## config.mk

```make
export PLATFORM = sky130hd
export DESIGN_NAME = synchronizer
export DESIGN_NICKNAME = d
export VERILOG_FILES = /design/src/rtl/synchronizer.sv
export SDC_FILE = /design/constraint.sdc
export NUM_CORES = 1
export LEC_CHECK = 0
export ABC_CLOCK_PERIOD_IN_PS = 1300
export CAP_MARGIN = 5
export CORE_ASPECT_RATIO = 1.5
export CORE_MARGIN = 3
export CORE_UTILIZATION = 49
export CTS_BUF_LIST = sky130_fd_sc_hd__clkbuf_4
export CTS_CLUSTER_SIZE = 8
export DETAILED_ROUTE_END_ITERATION = 16
export PLACE_DENSITY = 0.85
export SETUP_SLACK_MARGIN = 0.5
export SYNTH_ARGS = -nofsm -noshare
export SYNTH_HDL_FRONTEND = slang
export SYNTH_SLANG_ARGS = --single-unit
```

## constraint.sdc

```tcl
create_clock -name clk -period 1.3 [get_ports clk]
set_input_delay 0.195 -clock clk [delete_from_list [all_inputs] [get_ports clk]]
set_output_delay 0.195 -clock clk [all_outputs]
set_load 0.05 [all_outputs]
```

## src/rtl/synchronizer.sv

```systemverilog
// Multi-flop CDC synchronizer: each bit of in passes through STAGES flops on the destination clock.
// Meant for Gray-coded pointers, where the source changes at most one bit per transfer.
module synchronizer #(
  parameter int               WIDTH       = 32,
  parameter int               STAGES      = 2,
  parameter logic [WIDTH-1:0] RESET_VALUE = {WIDTH{1'b0}}
) (
  input  logic             clk,
  input  logic             rst_n,
  input  logic [WIDTH-1:0] in,
  output logic [WIDTH-1:0] out
);

  // Fewer than two flops gives no metastability protection, so reject it at elaboration.
  if (STAGES < 2 || STAGES > 4) begin : gen_bad_stages
    $error("synchronizer: STAGES must be in the range 2..4");
  end

  (* ASYNC_REG = "TRUE" *) logic [WIDTH-1:0] stage_q [STAGES];
  logic [WIDTH-1:0] stage_d [STAGES];

  for (genvar i = 0; i < STAGES; i++) begin : gen_stage
    if (i == 0) begin : gen_first
      assign stage_d[i] = in;
    end else begin : gen_rest
      assign stage_d[i] = stage_q[i-1];
    end
  end

  always_ff @(posedge clk or negedge rst_n) begin
    if (!rst_n) begin
      for (int i = 0; i < STAGES; i++) begin
        stage_q[i] <= RESET_VALUE;
      end
    end else begin
      stage_q <= stage_d;
    end
  end

  assign out = stage_q[STAGES-1];

endmodule

```

==> implementation parameters <==
Parameter                              Value

Status
  Status    finished clean

Global route
  Largest net degree at the start of global routing    45
  First-pass GRT wire length    4464 um
  Global routing usage summed across all routing layers    0.1467
  Total overflow reported by the global router    0
  Number of global-route vias before repair    870
  Initial antenna violation count    0

Die
  Die Footprint    4546 um2
  Width of the chip    56.06 um
  Area of the placeable core    3513 um2
  Y dimension of the die    81.09 um
  Boundary pin count    66
  Number of rows in the core area    26
  Initial standard-cell utilization of the core    0.5242

Detailed routing
  Initial drt markers    11
  DR DRC count    0
  Number of vias per cell after detailed routing    4.134
  Aggregate routed wire length    2848 um
  DR vias    773
  First-pass detailed-route iteration total    3
  Number of routed nets with antenna violations    0
  Mean routed wirelength per cell    15.23 um

Yosys
  Yosys warnings    0
  Cell area after technology mapping    1842 um2
  Number of unique standard cell types used by synthesis    2
  Synthesized area divided by synthesized cell count    19.19 um2
  Post-synthesis sequential element count    64
  Synthesized net count    130
  Share of synthesized area occupied by flip-flops and latches    0.8696
  Post-Syn Instances    96

Finish
  Non-Filler Cell Area, Final    2736 um2
  Register cell area after layout    1602 um2
  Final nets    177
  Multi-input gate area in the final layout    0 um2
  #MultiIn Comb    0
  Area added between synthesis and finish    48.57%
  Final core utilization    0.7788
  Fin cells    187
  Fillcell total    187
  Fraction of final layout cells with drive strength greater than 1    0.3172
  Antenna cell count    0

STA
  Post-route fraction of the period consumed by the critical path    0.8755
  Final setup TNS    0 ns
  Unrepaired setup endpoints after global routing    true
  Achievable Freq    878.6 MHz
  Setup-violating endpoint count in the final report    0
  Number of max-slew violations in the final report    0
  Min Tclk post-route    1.138 ns
  Fin Clk Skew    0.004693 ns
  Worst-Margin Slew    0.3739 ns
  Slew headroom    0.7508
  Number of hold-slack violations in the final timing report    0

Clocking
  Number of buffers created by CTS    9
  Clock Pin Slew Worst Setup and Hold Paths    0.08 ns
  Clock Latency Late Sink    0.36 ns
  Number of buffers between clock root and the deepest sink    2
  Clock root buffer    sky130_fd_sc_hd__clkbuf_4
  TritonCTS clock tree    yes
  Setup Fix Bufs, Post-CTS    0
  Clock Sinks    64
  Deepest level of the CTS H-tree    3

Placed design
  DP Cell Count    173
  Detailed placement HPWL    2156 um
  Placed standard-cell area    2635 um2
  Port Buffers    65
  Global placer's final weighted congestion    0.7143

Critical path
  Crit start category    flip-flop
  Kind of capture point of the worst setup path    output pin
  Worst path cell trace    buf_12
  Largest incremental delay on the critical path    0.42 ns
  Critical Path RT    1.11 ns
  Crit path max fanout    1
  Critical path's slowest cell    sky130_fd_sc_hd__dfrtp_1
  Data arrival, critical path    0.94 ns
  Worst setup path class    flip-flop to output pin
  Critical path buffers and inverters    1
  CP top delay family    flip-flops

Job
  Total of max-cap violations    0

Pwr
  Total leakage power    1.244 nW
  Worst VDD drop    991.6 uV
  Power density over the cells    1318 nW/um2

Hold path
  Class of the tightest hold or removal check    primary input to flip-flop
-- sequential cells by signal (all words and copies together), names as in the netlist --
register / cells
out: 32
stage_q: 32
-- logic make-up after synthesis --
kind of cell           synth area share
buffers and inverters            0.1304
DFF                              0.8696
-- power breakdown --
part,switching [mW],total (mW),internal [mW]
combinational,0.257,0.540,0.283
clock,0.550,0.919,0.369
sequential,0.0584,2.15,2.09
-- synthesized netlist by cell type --
cell type                  n  share of area
sky130_fd_sc_hd__dfrtp_1  64           0.87
sky130_fd_sc_hd__buf_4    32           0.13
-- cells in the final DEF (no fill, tap or decap) --
master / n
sky130_fd_sc_hd__buf_2: 1
sky130_fd_sc_hd__clkinv_2: 1
sky130_fd_sc_hd__dfrtp_1: 64
sky130_fd_sc_hd__buf_6: 1
sky130_fd_sc_hd__buf_12: 32
sky130_fd_sc_hd__clkdlybuf4s50_1: 32
sky130_fd_sc_hd__dlygate4sd3_1: 1
sky130_fd_sc_hd__clkinv_1: 2
sky130_fd_sc_hd__clkbuf_4: 10
sky130_fd_sc_hd__buf_4: 1
-- metrics by stage --
step / setup slack (ns) / total power [mW] / hold WS, ns
floorplan: 0.5904 / 2.411 / -0.1006
global placement: 0.5698 / 2.713 / 0.1720
detailed placement: 0.5402 / 2.732 / 0.1791
CTS: 0.1268 / 3.649 / 0.2289
global route: 0.1011 / 3.784 / 0.2185
finish: 0.1618 / 3.607 / 0.2593
-- cell type report --
class,count,area share
clock inverter,3,0.004572
clock buffer,10,0.02743
sequential,64,0.5853
tap,42,0.01920
timing repair buffer,68,0.3635
-- repair_timing --
action,4_1_cts,5_1_grt
resized for setup,0,1
setup endpoints to repair,32,76
hold buffers,1,0
hold endpoints to repair,64,0
-- path summary, 6_finish.rpt --
check	startpoint	end	slack, ns	cells after the start
min in group asynchronous	rst_n	out[25]$_DFF_PN0_	0.39	3
max in group asynchronous	rst_n	out[15]$_DFF_PN0_	0.60	3
max reg2reg	stage_q[46]$_DFF_PN0_	out[14]$_DFF_PN0_	0.80	0
min	in[7]	stage_q[39]$_DFF_PN0_	0.26	1
max	out[10]$_DFF_PN0_	out[10]	0.16	1
min reg2reg	stage_q[60]$_DFF_PN0_	out[28]$_DFF_PN0_	0.35	0
-- metal layers --
layer  track usage  vias to the layer above  wire length [um]
li1              -                      355                 -
met1        0.1650                      376              1025
met2        0.2272                       37              1591
met3       0.06200                        5               187
met4       0.09976                        0                43
met5             0                        -                 0
Power figures use the tool's default switching activity.
==> RTL change 1 (same flow settings) <==
Register the output `out`, cleared by the reset; this adds one clock of latency there.
--- a/src/rtl/synchronizer.sv
+++ b/src/rtl/synchronizer.sv
@@ -37,7 +37,13 @@
     end
   end
 
-  assign out = stage_q[STAGES-1];
+  always_ff @(posedge clk or negedge rst_n) begin
+    if (!rst_n) begin
+      out <= '0;
+    end else begin
+      out <= stage_q[STAGES-1];
+    end
+  end
 
 endmodule
 
Check against the original RTL: not equivalent (Yosys sat finds a counterexample within 4 cycles, from zero or initial values and one cycle with rst_n low).
==> RTL change 1 against the original RTL <==
Total power is 62% higher; synthesized area rose by 30%; sequential share of layout area is 6.2 points higher; final area up 36%; non-clock buffer count rose by 1; clock power rose by 120%; routed wire length is 29% higher; first-iteration DRC count decreased by 18%; count of clock-buffer cells in the layout shrank 1; largest cell class unchanged; sequential cell count grew 32; critical endpoint is now out[30]; worst setup slack worse by 0.071 ns.
==> RTL change 1: results (changes against the original RTL) <==
- Fin cells: 245 (was 187)
- Inst Count DP: 228 (was 173)
- Clk_lat worst skew: 0.43 ns (was 0.36 ns)
- Clock Path Buffers: 2 (unchanged)
- Seq/Total Area, Yosys: 1.00 (was 0.870)
- Initial drt markers: 9 (was 11)
- Hold WC Path Type: input pin to async pin (was input pin to register)
- Syn_nets: 130 (unchanged)
- Vias/cell: 4.20 (was 4.13)
- Max VDD drop: 1200 uV (was 992 uV)
- Root Buffer Master: clkbuf_4 (unchanged)
- P_leak: 1.68 nW (was 1.24 nW)
- Placed inst area: 3500 um2 (was 2640 um2)
- CTS HTree Levels: 3 (unchanged)
- Biggest regs: stage_q (64), out (32)
- Delay-heaviest family, CP: flip-flops (unchanged)
- Post-synth ARST share: 1.00 (unchanged)
- FF-to-FF path depth: 0 (unchanged)
- Mapped Cells: 96 (unchanged)
- Share of cells above drive strength 1: 0.282 (was 0.317)
- First-pass GRT wire length: 5910 um (was 4460 um)
- Drt pass-1 iters: 2 (was 3)
- Reg2reg start: stage_q[3] (was stage_q[46])
- Clk pin slew, worst setup/hold paths: 0.14 ns (was 0.08 ns)
- Comb_multi_in: 0 (unchanged)
- Routed wire length: 3660 um (was 2850 um)
- Power density cells: 1570 nW/um2 (was 1320 nW/um2)
- Max incr delay on CP: 0.43 ns
- Ranking of synthesized cells by area: dfrtp_1 (100%) (was dfrtp_1 (87%), buf_4 (13%))
- CTS Buf Count: 9 (unchanged)
- GRT Util Overall: 0.145 (was 0.147)
- Setup crit end: out[30] (was out[10])
- Crit Reg-Reg Endpoint: out[3] (was out[14])
- Routability cong.: 0.729 (was 0.714)
- Slew headroom: 0.839 (was 0.751)
- Distinct cells, synth: 1 (was 2)
- Fillers: 230 (was 187)
- PortBufs: 65 (unchanged)
- Outcome: completed (unchanged)
- Worst clock skew: 0.0157 ns (was 0.00469 ns)
- DP Worst Slack: 0.547 ns (was 0.540 ns)
- Crit path from: out[30] (was out[10])
- ANT cells: 0 (unchanged)
- Largest net degree at the start of global routing: 37 (was 45)
- Post-layout util: 0.804 (was 0.779)
- Commonest cells post-synth: dfrtp_1 (96) (was dfrtp_1 (64), buf_4 (32))
- Worst path slowest cell: dfrtp_1 (unchanged)
- # nets final: 210 (was 177)
- Initial antenna violation count: 0 (unchanged)
- Predominant post-synthesis flop cell: dfrtp_1 (unchanged)
- Synthesis Warnings: 0 (unchanged)
- Number of global-route vias before repair: 1183 (was 870)
- CP Data Arrival Time: 1.01 ns (was 0.94 ns)
-- RTL change 1: changes by cell type in the layout (fill, tap and decap cells not counted), sizes merged --
cell	before	now
dfrtp	64	96
buf	35	36
clkbuf	10	9
bufinv	0	4
-- RTL change 1: cell families (layout without fill, tap and decap cells) --
kind of cell           count (synthesis)  in the layout  share of synthesized area
buffers and inverters                  0             85                          0
DFF                                   96             96                       1.00
-- RTL change 1: repair_timing --
item | in CTS | in global routing
gates resized for setup | 0 | 0
hold buffers | 1 | 0
setup endpoints to repair | 32 | 32
hold endpoints to repair | 96 | 0
-- RTL change 1: worst min path at each step --
stage,start,endpoint,slack (ns)
global route,rst_n,stage_q[25],0.13
CTS,rst_n,stage_q[25],0.13
floorplan,rst_n,out[0],-0.10
global placement,rst_n,out[8],0.07
finish,rst_n,stage_q[25],0.15
detailed placement,rst_n,out[25],0.08
-- RTL change 1: layout make-up --
type                    count  area share
clock inverters             7      0.0361
clock buffers               9      0.0182
repair buffers             69       0.277
flip-flops and latches     96       0.648
well taps                  64      0.0216
-- RTL change 1: routing by layer --
| metal | wire length, um | global-route usage | part of all wire |
|---|---|---|---|
| met2 | 2050 | 0.239 | 0.56 |
| met1 | 1250 | 0.155 | 0.34 |
| met3 | 247 | 0.0576 | 0.067 |
| met4 | 110 | 0.0901 | 0.030 |
| met5 | 0 | 0 | 0 |
-- RTL change 1: report_power, final --
| group | internal (mW) | switching [mW] |
|---|---|---|
| combinational | 0.293 | 0.275 |
| clock | 1.16 | 0.894 |
| sequential | 3.14 | 0.0728 |
==> RTL change 2 (config.mk and constraints unchanged) <==
Without the edit above. The parameter `WIDTH` goes from 32 to 28.
--- a/src/rtl/synchronizer.sv
+++ b/src/rtl/synchronizer.sv
@@ -1,7 +1,7 @@
 // Multi-flop CDC synchronizer: each bit of in passes through STAGES flops on the destination clock.
 // Meant for Gray-coded pointers, where the source changes at most one bit per transfer.
 module synchronizer #(
-  parameter int               WIDTH       = 32,
+  parameter int               WIDTH       = 28,
   parameter int               STAGES      = 2,
   parameter logic [WIDTH-1:0] RESET_VALUE = {WIDTH{1'b0}}
 ) (
Interface: changed (resized in and out); port bits go from 66 to 58. No check against the original RTL was run, so the function may have changed too.
==> RTL change 2 against the original RTL <==
Total power decreased by 15%; combinational power decreased by 12%; sequential power decreased by 13%; routed wire length decreased by 16%; final area decreased by 13%; worst setup slack got worse by 0.011 ns; sequential cell count decreased by 8; critical path depth unchanged; synthesized area decreased by 12%; clock power decreased by 24%; register-to-register slack about the same; clock skew increased by 0.0011 ns; worst hold slack got worse by 0.022 ns; critical path type unchanged.
==> RTL change 2: results (changes against the original RTL) <==
- Routability cong.: 0.611 (was 0.714)
- Share of cells above drive strength 1: 0.306 (was 0.317)
- CTS Buf Count: 5 (was 9)
- Worst clock skew: 0.00583 ns (was 0.00469 ns)
- Slew headroom: 0.831 (was 0.751)
- Int Power: 2.33 mW (was 2.74 mW)
- Commonest cells post-synth: dfrtp_1 (56), buf_4 (28) (was dfrtp_1 (64), buf_4 (32))
- Number of global-route vias before repair: 714 (was 870)
- Post-synthesis xor/xnor area fraction: 0 (unchanged)
- Syn_nets: 114 (was 130)
- CTS HTree Levels: 2 (was 3)
- Ranking of synthesized cells by area: dfrtp_1 (87%), buf_4 (13%) (unchanged)
- Crit path from: out[5] (was out[10])
- Crit Reg-Reg Endpoint: out[22] (was out[14])
- P_leak: 1.08 nW (was 1.24 nW)
- GRT Util Overall: 0.139 (was 0.147)
- First-pass GRT wire length: 3760 um (was 4460 um)
- Max VDD drop: 950 uV (was 992 uV)
- Initial drt markers: 10 (was 11)
- Clk pin slew, worst setup/hold paths: 0.13 ns (was 0.08 ns)
- Final hold slack: 0.238 ns (was 0.259 ns)
- Outcome: completed (unchanged)
- PortBufs: 57 (was 65)
- Complex-gate fraction of the synthesized area: 0 (unchanged)
- Reg2reg start: stage_q[50] (was stage_q[46])
- Routed wire length: 2410 um (was 2850 um)
RTL change 2: changes by cell type after synthesis, sizes merged:
cell / unedited run / this run
buf: 32 / 28
dfrtp: 64 / 56
RTL change 2: area by class of cell:
cell class	instances	area [um2]
tap	39	48.8
clock inverter	1	3.75
clock buffer	7	52.6
timing repair buffer	60	883
fill	160	643
sequential	56	1400
RTL change 2: power groups by stage:
stage / clock network, mW / registers [mW] / logic (mW)
floorplan: 0 / 1.88 / 0.231
global placement: 0 / 1.91 / 0.472
detailed placement: 0 / 1.92 / 0.482
CTS: 0.718 / 1.88 / 0.484
global route: 0.793 / 1.89 / 0.495
finish: 0.696 / 1.88 / 0.477
RTL change 2: cell families after synthesis:
| logic type | after synthesis |
|---|---|
| flops | 56 |
| buf+inv | 28 |
RTL change 2: worst max path at each step:
| stage | endpoint |
|---|---|
| 3_5_place_dp | stage_q[39] |
| 6_report | out[5] |
| 5_1_grt | out[5] |
| 4_1_cts | out[5] |
| 2_1_floorplan | out[0] |
| 3_3_place_gp | stage_q[39] |
RTL change 2: layer usage:
metal  track usage  up-vias  wire [um]
met2         0.235       31       1460
met5             0        -          0
met3        0.0607        2        153
met4        0.0537        0         12
met1         0.145      332        780
li1              -      305          -
RTL change 2: metrics by stage:
stage / cells / setup WS (ns) / cell area [um2] / utilization
after floorplan: 84 / 0.590 / 1610 / -
after global placement: 154 / 0.572 / 2320 / 0.766
after detailed placement: 154 / 0.531 / 2320 / 0.766
after CTS: 163 / 0.132 / 2390 / 0.788
after global routing: 163 / 0.0899 / 2390 / 0.788
final: 163 / 0.151 / 2390 / 0.788
RTL change 2: what timing repair did:
action,4_1_cts,5_1_grt
cloned,0,0
setup buffers,0,0
pin swaps,0,0
hold endpoints to repair,56,0
hold buffers,1,0
endpoints found under the setup margin,28,28
